**config.mk**
```make
export PLATFORM = sky130hd
export DESIGN_NAME = seg7_reader
export DESIGN_NICKNAME = d
export VERILOG_FILES = /design/src/rtl/seg7_reader.sv
export SDC_FILE = /design/constraint.sdc
export NUM_CORES = 1
export LEC_CHECK = 0
export ABC_AREA = 0
export ABC_CLOCK_PERIOD_IN_PS = 3160
export BUFFER_PORTS_ARGS = -buffer_cell sky130_fd_sc_hd__buf_4
export CORE_MARGIN = 2
export CORE_UTILIZATION = 45
export DETAILED_ROUTE_END_ITERATION = 10
export PLACE_DENSITY = 0.72
export REMOVE_ABC_BUFFERS = 1
export SYNTH_ARGS = -nofsm -noshare
export SYNTH_HDL_FRONTEND = slang
export SYNTH_SLANG_ARGS = --single-unit
```
**constraint.sdc**
```tcl
create_clock -name clk -period 3.16 [get_ports clk]
set_input_delay 0.474 -clock clk [delete_from_list [all_inputs] [get_ports clk]]
set_output_delay 0.474 -clock clk [all_outputs]
set_load 0.005 [all_outputs]
```
**src/rtl/seg7_reader.sv**
```systemverilog
// Recovers a two-digit decimal value from a multiplexed, active-low 7-segment bus.
// Each digit must hold steady for STABLE_CYCLES samples; units are captured first, then tens.
module seg7_reader #(
    parameter int unsigned STABLE_CYCLES = 4
) (
    input  logic       clk,
    input  logic       rst,
    input  logic [6:0] SEG,
    input  logic [1:0] AN,
    output logic [3:0] BCD_U,
    output logic [3:0] BCD_D,
    output logic [6:0] VALUE,
    output logic       VALID,
    output logic       ERR
);

    localparam int unsigned CW = 8;
    localparam int unsigned SW = 9;
    localparam logic [CW-1:0] CNT_MAX = CW'(STABLE_CYCLES - 1);
    localparam logic [CW-1:0] CNT_PRE = CW'(STABLE_CYCLES - 2);
    localparam logic [6:0]    BLANK   = 7'b1111111;
    localparam logic [1:0]    AN_U    = 2'b10;
    localparam logic [1:0]    AN_D    = 2'b01;

    typedef enum logic [1:0] {CAP_U, CAP_D, PUBLISH} state_e;

    // Returns {decodable, digit}; a blank is only a legal digit in the tens position.
    function automatic logic [4:0] decode(input logic [6:0] pat, input logic is_tens);
        logic [4:0] r;
        case (pat)
            7'b1000000: r = {1'b1, 4'd0};
            7'b1111001: r = {1'b1, 4'd1};
            7'b0100100: r = {1'b1, 4'd2};
            7'b0110000: r = {1'b1, 4'd3};
            7'b0011001: r = {1'b1, 4'd4};
            7'b0010010: r = {1'b1, 4'd5};
            7'b0000010: r = {1'b1, 4'd6};
            7'b1111000: r = {1'b1, 4'd7};
            7'b0000000: r = {1'b1, 4'd8};
            7'b0011000: r = {1'b1, 4'd9};
            7'b0010000: r = {1'b1, 4'd9};
            7'b1111111: r = is_tens ? {1'b1, 4'd0} : {1'b0, 4'hF};
            default:    r = {1'b0, 4'hF};
        endcase
        return r;
    endfunction

    state_e         state_q, state_d;
    logic [SW-1:0]  sample_q, sample_d;
    logic [CW-1:0]  cnt_q, cnt_d;
    logic [6:0]     pat_u_q, pat_u_d, pat_d_q, pat_d_d;
    logic [3:0]     bcd_u_q, bcd_u_d, bcd_d_q, bcd_d_d;
    logic [6:0]     value_q, value_d;
    logic           valid_q, valid_d, err_q, err_d;

    logic           an_legal_c, match_c, accept_c;
    logic           store_u_c, store_d_c, publish_c, enter_c;
    logic [4:0]     dec_u_c, dec_d_c;

    assign an_legal_c = (AN == AN_U) || (AN == AN_D);
    assign match_c    = an_legal_c && ({AN, SEG} == sample_q);
    assign accept_c   = match_c && (cnt_q == CNT_PRE);

    // State register
    always_ff @(posedge clk or posedge rst) begin
        if (rst) state_q <= CAP_U;
        else     state_q <= state_d;
    end

    // Next-state logic
    always_comb begin
        state_d = state_q;
        case (state_q)
            CAP_U:   if (accept_c && AN == AN_U) state_d = CAP_D;
            CAP_D:   if (accept_c && AN == AN_D) state_d = PUBLISH;
            PUBLISH: state_d = CAP_U;
            default: state_d = CAP_U;
        endcase
    end

    // FSM outputs
    always_comb begin
        store_u_c = 1'b0;
        store_d_c = 1'b0;
        publish_c = 1'b0;
        case (state_q)
            CAP_U:   store_u_c = accept_c && (AN == AN_U);
            CAP_D:   store_d_c = accept_c && (AN == AN_D);
            PUBLISH: publish_c = 1'b1;
            default: ;
        endcase
    end

    assign enter_c = (state_d != state_q) && (state_d != PUBLISH);
    assign dec_u_c = decode(pat_u_q, 1'b0);
    assign dec_d_c = decode(pat_d_q, 1'b1);

    // Datapath next values
    always_comb begin
        sample_d = {AN, SEG};
        pat_u_d  = pat_u_q;
        pat_d_d  = pat_d_q;
        bcd_u_d  = bcd_u_q;
        bcd_d_d  = bcd_d_q;
        value_d  = value_q;
        err_d    = err_q;
        valid_d  = 1'b0;

        if (enter_c || !match_c)  cnt_d = '0;
        else if (cnt_q == CNT_MAX) cnt_d = CNT_MAX;
        else                       cnt_d = cnt_q + CW'(1);

        if (store_u_c) pat_u_d = SEG;
        if (store_d_c) pat_d_d = SEG;

        if (publish_c) begin
            valid_d = 1'b1;
            bcd_u_d = dec_u_c[3:0];
            bcd_d_d = dec_d_c[3:0];
            err_d   = !(dec_u_c[4] && dec_d_c[4]);
            value_d = err_d ? 7'd127
                            : 7'(7'(dec_d_c[3:0]) * 7'd10 + 7'(dec_u_c[3:0]));
        end
    end

    // Datapath registers
    always_ff @(posedge clk or posedge rst) begin
        if (rst) begin
            sample_q <= {2'b11, BLANK};
            cnt_q    <= '0;
            pat_u_q  <= BLANK;
            pat_d_q  <= BLANK;
            bcd_u_q  <= '0;
            bcd_d_q  <= '0;
            value_q  <= '0;
            valid_q  <= 1'b0;
            err_q    <= 1'b0;
        end else begin
            sample_q <= sample_d;
            cnt_q    <= cnt_d;
            pat_u_q  <= pat_u_d;
            pat_d_q  <= pat_d_d;
            bcd_u_q  <= bcd_u_d;
            bcd_d_q  <= bcd_d_d;
            value_q  <= value_d;
            valid_q  <= valid_d;
            err_q    <= err_d;
        end
    end

    assign BCD_U = bcd_u_q;
    assign BCD_D = bcd_d_q;
    assign VALUE = value_q;
    assign VALID = valid_q;
    assign ERR   = err_q;

endmodule

```
==> results of run 1 <==
## cells by family after synthesis
family	Yosys count	synth area share (%)
buffers and inverters	24	3.879
AND/OR/NAND/NOR	82	17.85
multiplexers	16	8.489
XOR/XNOR	22	7.029
flip-flops	50	46.69
adder cells (fa/ha/maj)	13	6.390
AO/OA/AOI/OAI	41	9.676
## how the worst min path moves through the flow
stage	end	cells after the start	from	slack [ps]
final	sample_q[8]	1	AN[1]	300
after CTS	sample_q[7]	1	AN[0]	280
after detailed placement	state_q[0]	1	state_q[1]	450
after floorplan	state_q[0]	1	state_q[1]	410
after global placement	state_q[0]	1	state_q[1]	450
after global routing	sample_q[7]	1	AN[0]	270
## layout make-up
class / count / share of cell area, %
clock buffer: 5 / 2.141
clock inverter: 3 / 1.362
inverter: 12 / 1.401
multi-input combinational: 174 / 43.36
sequential: 50 / 39.82
tap: 75 / 2.919
timing repair buffer: 38 / 8.992
## cells in the mapped netlist (all sizes together), types with 3 or more instances
master	count
or3	3
nand2b	4
or4	6
clkbuf	9
mux2	16
a31oi	4
ha	10
inv	11
nand2	15
nand4b	4
dfstp	23
nor3b	5
nand3	8
o22a	4
buf	3
xor2	15
a21oi	10
nor3	7
dfrtp	27
xnor2	7
and3	4
nor2	12
nor2b	3
o21ai	9
## where the power goes
| part | internal (mW) | leakage, nW | switching (mW) |
|---|---|---|---|
| clock network | 0.237 | 0.0585 | 0.210 |
| registers | 0.651 | 0.616 | 0.00240 |
| logic | 0.0168 | 0.808 | 0.0275 |
## what timing repair did
action | CTS | global route
pin swaps | 5 | 9
gates resized for setup | 5 | 4
buffers inserted | 2 | 1
setup endpoints to repair | 2 | 2
## layer usage
metal,GRT usage (%),share of wire (%),up-vias
met5,0,0,-
met4,6.167,1.7,0
met3,3.846,4.5,8
met2,27.64,49,42
met1,22.30,45,917
li1,-,-,945
## sequential cells by signal, summed over array words and instances (netlist names)
signal    count
sample_q      9
cnt_q         8
VALUE         7
pat_d_q       7
pat_u_q       7
BCD_D         4
BCD_U         4
state_q       2
ERR           1
VALID         1
## worst max-delay path, stage by stage (launching register included)
cell	delay [ps]
dfstp_2	530
or4bb_1	500
o22ai_2	180
nand4b_1	170
o211a_1	200
inv_2	60
ha_4	270
ha_4	120
inv_2	30
fa_1	470
nor3b_2	200
xnor2_1	150
a31oi_1	90
==> impl_summary.txt, run 1 <==
----------------------------------------------------
[Run status]
  Result of the run ... finished, final reports clean

[Finish]
  Filler cell count in the final layout ... 525
  Post-layout instance area ... 3214 µm²
  Share of cells above drive strength 1 ... 34.40%
  Highest-count cells in the layout ignoring fill and taps ... buf_4 (37), dfrtp_1 (27), dfstp_2 (23)
  Sequential Area ... 1280 µm²
  Final standard cell utilization of the core ... 54.29%
  NumNets Final ... 304
  Multi-input gate area in the final layout ... 1394 µm²
  Post-route non-filler standard cell count ... 357
  Antenna fix cells ... 0
  Leading cell type in the layout, fill and taps excluded ... buf_4
  Layout overhead on the synthesized area ... 17.25%

[Detailed routing]
  Antenna Nets Post-Route ... 0
  First-pass iteration count of the detailed router ... 4
  Detailed router's first-iteration violation count ... 58
  DRC violations left ... 0
  DR vias/cell ... 5.356
  DR WL/cell ... 14.38 µm
  Detailed-route wire length ... 5.134 mm
  Via count ... 1,912

[Pwr]
  Standby leakage power ... 1.483 nW
  VDD IR max ... 0.0003595 V
  Power density cells ... 356.1 nW/µm²
  Total power consumption of the routed design ... 1.145 mW

[Timing]
  Pin slew with the least headroom to its limit ... 977.0 ps
  Hold Worst Slack ... 297.9 ps
  Setup TNS ... 0 ps
  Worst path setup slack after routing ... 45.11 ps
  Total count of hold-check failures in the final report ... 0
  Final critical-path share of the clock period ... 98.57%
  Minimum clock period ... 3115 ps
  Final Max Slew Viols ... 0
  Post-Route Skew ... 3.486 ps
  Unrepaired setup endpoints after global routing ... true
  Number of failing setup endpoints in the final timing report ... 0
  Max-slew headroom ... 34.77%
  F_max ... 321.0 MHz

[Die]
  Die footprint ... 6732 µm²
  Height of the chip ... 82.05 µm
  Initial cell density of the core ... 46.30%
  Die span in x ... 82.05 µm
  Standard-cell rows ... 28
  I/O pin count ... 28
  Core Region ... 5921 µm²

[CTS]
  Clk buf depth ... 2
  Count of H-tree levels built during CTS ... 2
  Clock slew seen by the registers of the worst setup and hold paths ... 90 ps
  CTS tree ... built
  CTS Hold Bufs ... 0
  Clock sink count ... 50
  Number of buffers inserted during clock tree synthesis ... 5
  Root Driver ... clkbuf_8
  Later-pin clock latency in the skew report ... 300 ps

[Yosys]
  Commonest register cell after synthesis ... dfrtp_1
  Share of flip-flops with an asynchronous set or reset after synthesis ... 100.0%
  Flip-flop and latch count after synthesis ... 50
  Count of flip-flops with a built-in enable after synthesis ... 0
  Register area share after synthesis ... 46.69%
  Biggest area contributors in the synthesized netlist ... dfrtp_1 (25%), dfstp_2 (22%), mux2_4 (7.7%)
  Area share of the largest cell type after synthesis ... 24.65%
  Mapped cell area ... 2741 µm²
  Number of distinct library cells after synthesis ... 52
  Number of instances in the synthesized netlist ... 248
  Leading area contributor after synthesis ... dfrtp_1
  Warnings from Yosys ... 0
  Syn avg cell area ... 11.05 µm²

[Global routing]
  GRT Resource Usage Total ... 17.04%
  Wire length of the first global-routing pass ... 8.735 mm
  Vias in the first global route ... 1,849
  Number of antenna violations at the first check in global routing ... 0
  Aggregate global routing overflow ... 0
  Maximum number of pins on one net before global-route repair ... 51

[Worst setup path]
  Capturing instance or port of the critical path ... VALUE[6]
  Crit path launch ... pat_d_q[5]
  Flop-to-flop setup slack ... 50 ps
  Critical R2R Capture ... VALUE[6]
  Data arrival time of the critical path ... 3290 ps
  Critical path class ... flip-flop to flip-flop
  Kind of end point of the critical path ... flip-flop
  Worst path required time ... 3330 ps
  Launch instance of the worst register-to-register path ... pat_d_q[5]
  Startpoint types ... flip-flop
  Max FO, Critical Path ... 2
  Register-to-Register Path Depth ... 12

[Placement]
  Area after DPL ... 3037 µm²
  Placed cell count ... 346
  Final HPWL DP ... 3.740 mm
  Routability congestion estimate from global placement ... 0.7824
  Number of port buffers ... 27
  Worst-case setup slack after placement ... -32.89 ps

[Flow run]
  Number of max-cap violations ... 0

[Hold path]
  Type of the worst min-delay path ... input pin to flip-flop

----------------------------------------------------
No activity file was read; power rests on OpenSTA's default activity.
==> run 2: changes to the inputs <==
--- a/config.mk
+++ b/config.mk
@@ -9,9 +9,9 @@
 export ABC_CLOCK_PERIOD_IN_PS = 3160
 export BUFFER_PORTS_ARGS = -buffer_cell sky130_fd_sc_hd__buf_4
 export CORE_MARGIN = 2
-export CORE_UTILIZATION = 45
+export CORE_UTILIZATION = 53
 export DETAILED_ROUTE_END_ITERATION = 10
-export PLACE_DENSITY = 0.72
+export PLACE_DENSITY = 0.82
 export REMOVE_ABC_BUFFERS = 1
 export SYNTH_ARGS = -nofsm -noshare
 export SYNTH_HDL_FRONTEND = slang
==> impl_summary.txt, run 2 (synthesized netlist as in run 1, its figures left out) <==
----------------------------------------------------
[Finish]
  Highest-count cells in the layout ignoring fill and taps ... buf_4 (35), dfrtp_1 (27), dfstp_2 (23)
  NumNets Final ... 302
  Leading cell type in the layout, fill and taps excluded ... buf_4
  Antenna fix cells ... 0
  Layout overhead on the synthesized area ... 15.65%
  Share of cells above drive strength 1 ... 33.57%
  Largest register by flop count ... sample_q
  Max FFs per register ... 9
  Biggest registers after layout ... sample_q x9, cnt_q x8

[Placement]
  Number of port buffers ... 27
  Final HPWL DP ... 3.757 mm
  Routability congestion estimate from global placement ... 0.8114

[Die]
  Core Region ... 5042 µm²
  Die span in x ... 75.92 µm
  Initial cell density of the core ... 54.37%
  Height of the chip ... 75.92 µm
  I/O pin count ... 28
  Standard-cell rows ... 26
  Die footprint ... 5764 µm²

[Timing]
  Max-slew headroom ... 34.21%
  Minimum clock period ... 3146 ps
  Number of failing setup endpoints in the final timing report ... 0
  Final Max Slew Viols ... 0
  Pin slew with the least headroom to its limit ... 985.4 ps
  F_max ... 317.9 MHz
  Unrepaired setup endpoints after global routing ... true
  Total count of hold-check failures in the final report ... 0
  Final critical-path share of the clock period ... 99.55%
  Post-Route Skew ... 5.727 ps
  Setup TNS ... 0 ps

[Global routing]
  Vias in the first global route ... 1,910
  Number of antenna violations at the first check in global routing ... 0
  GRT Resource Usage Total ... 18.63%
  Aggregate global routing overflow ... 0
  Wire length of the first global-routing pass ... 8.694 mm
  Maximum number of pins on one net before global-route repair ... 51

[Run status]
  Result of the run ... finished, final reports clean

[Worst setup path]
  Crit path launch ... pat_d_q[2]
  Data arrival time of the critical path ... 3330 ps
  Cells traversed along the worst timing path ... or4bb_1 -> o22ai_2 -> nand4b_1 -> o211a_1 -> inv_2 -> ha_4 -> ha_4 -> inv_2 -> fa_1 -> nor3b_2 -> xnor2_1 -> a31oi_1
  Startpoint types ... flip-flop
  Slowest stage cell on the critical path ... dfstp_2
  Critical path class ... flip-flop to flip-flop
  Launch instance of the worst register-to-register path ... pat_d_q[2]
  Max FO, Critical Path ... 2
  Cell family with most CP delay ... adder cells
  Worst path required time ... 3340 ps
  Combined buffer and inverter count along the critical path ... 2
  Kind of end point of the critical path ... flip-flop
  Largest stage delay, worst path ... 540 ps

[Flow run]
  Number of max-cap violations ... 0

[CTS]
  CTS Hold Bufs ... 0
  CTS tree ... built
  Number of buffers inserted during clock tree synthesis ... 5
  Clock slew seen by the registers of the worst setup and hold paths ... 90 ps
  Root Driver ... clkbuf_8
  Count of H-tree levels built during CTS ... 2
  Clock sink count ... 50
  Clk buf depth ... 2
  Later-pin clock latency in the skew report ... 300 ps

[Hold path]
  Worst min-delay path startpoint ... AN[0]
  Type of the worst min-delay path ... input pin to flip-flop

[Detailed routing]
  First-pass iteration count of the detailed router ... 4
  DR vias/cell ... 5.626
  Detailed router's first-iteration violation count ... 63
  DRC violations left ... 0
  Antenna Nets Post-Route ... 0
  DR WL/cell ... 14.72 µm
  Detailed-route wire length ... 5.152 mm
  Via count ... 1,969

[Pwr]
  Power density cells ... 340.1 nW/µm²
  Standby leakage power ... 1.467 nW
  Total power consumption of the routed design ... 1.078 mW
  VDD IR max ... 0.0003095 V

----------------------------------------------------
[run 2: per-stage QoR]
stage               utilization, %  cell area (µm²)  std cells  hold slack [ps]  setup WS (ps)
floorplan                        -             2680        236            413.4         -104.6
global placement             59.95             3023        340            443.6          52.59
detailed placement           59.95             3023        340            459.9         -3.910
CTS                          61.89             3120        348            280.1          31.77
global route                 62.88             3171        350            268.2         -146.4
finish                       62.88             3171        350            293.6          14.17
[run 2: where the power goes]
group / leakage [nW] / internal, mW / switching [mW]
logic: 0.802 / 0.0169 / 0.0281
registers: 0.616 / 0.651 / 0.00247
clock network: 0.0491 / 0.161 / 0.219
[run 2: worst register-to-register path, stage by stage (launching register included)]
cell and delay, ps:
dfstp_2 540, or4bb_1 490, o22ai_2 190, nand4b_1 170
o211a_1 200, inv_2 60, ha_4 270, ha_4 120
inv_2 30, fa_1 520, nor3b_2 210, xnor2_1 130
a31oi_1 80
[run 2: final timing paths]
kind / slack, ps / end / cells past startpoint
worst max-delay path: 10 / VALUE[6] / 12
worst min-delay path: 290 / sample_q[7] / 1
worst max register to register: 10 / VALUE[6] / 12
worst min register to register: 490 / BCD_D[2] / 2
max in group asynchronous: 2150 / state_q[0] / 2
min in group asynchronous: 400 / VALUE[6] / 2
[run 2: cell type report]
type                    count  area [µm²]
clock buffers               5       68.82
clock inverters             3       23.77
fillers                   417        1872
inverters                  12       45.04
multi-input cells         174        1391
flip-flops and latches     50        1280
well taps                  70       87.58
repair buffers             36       274.0
[run 2: routing by layer]
layer,routed length (µm),part of all wire [%],track usage (%),vias to the layer above
li1,-,-,-,945
met1,2264,44,23.12,954
met2,2532,49,31.87,56
met3,223,4.3,4.167,14
met4,131,2.5,7.091,0
met5,0,0,0,-
[run 2: what timing repair did]
item / CTS / global route
endpoints found under the setup margin: 1 / 1
pin swaps: 0 / 9
buffers inserted: 0 / 2
resized for setup: 1 / 8
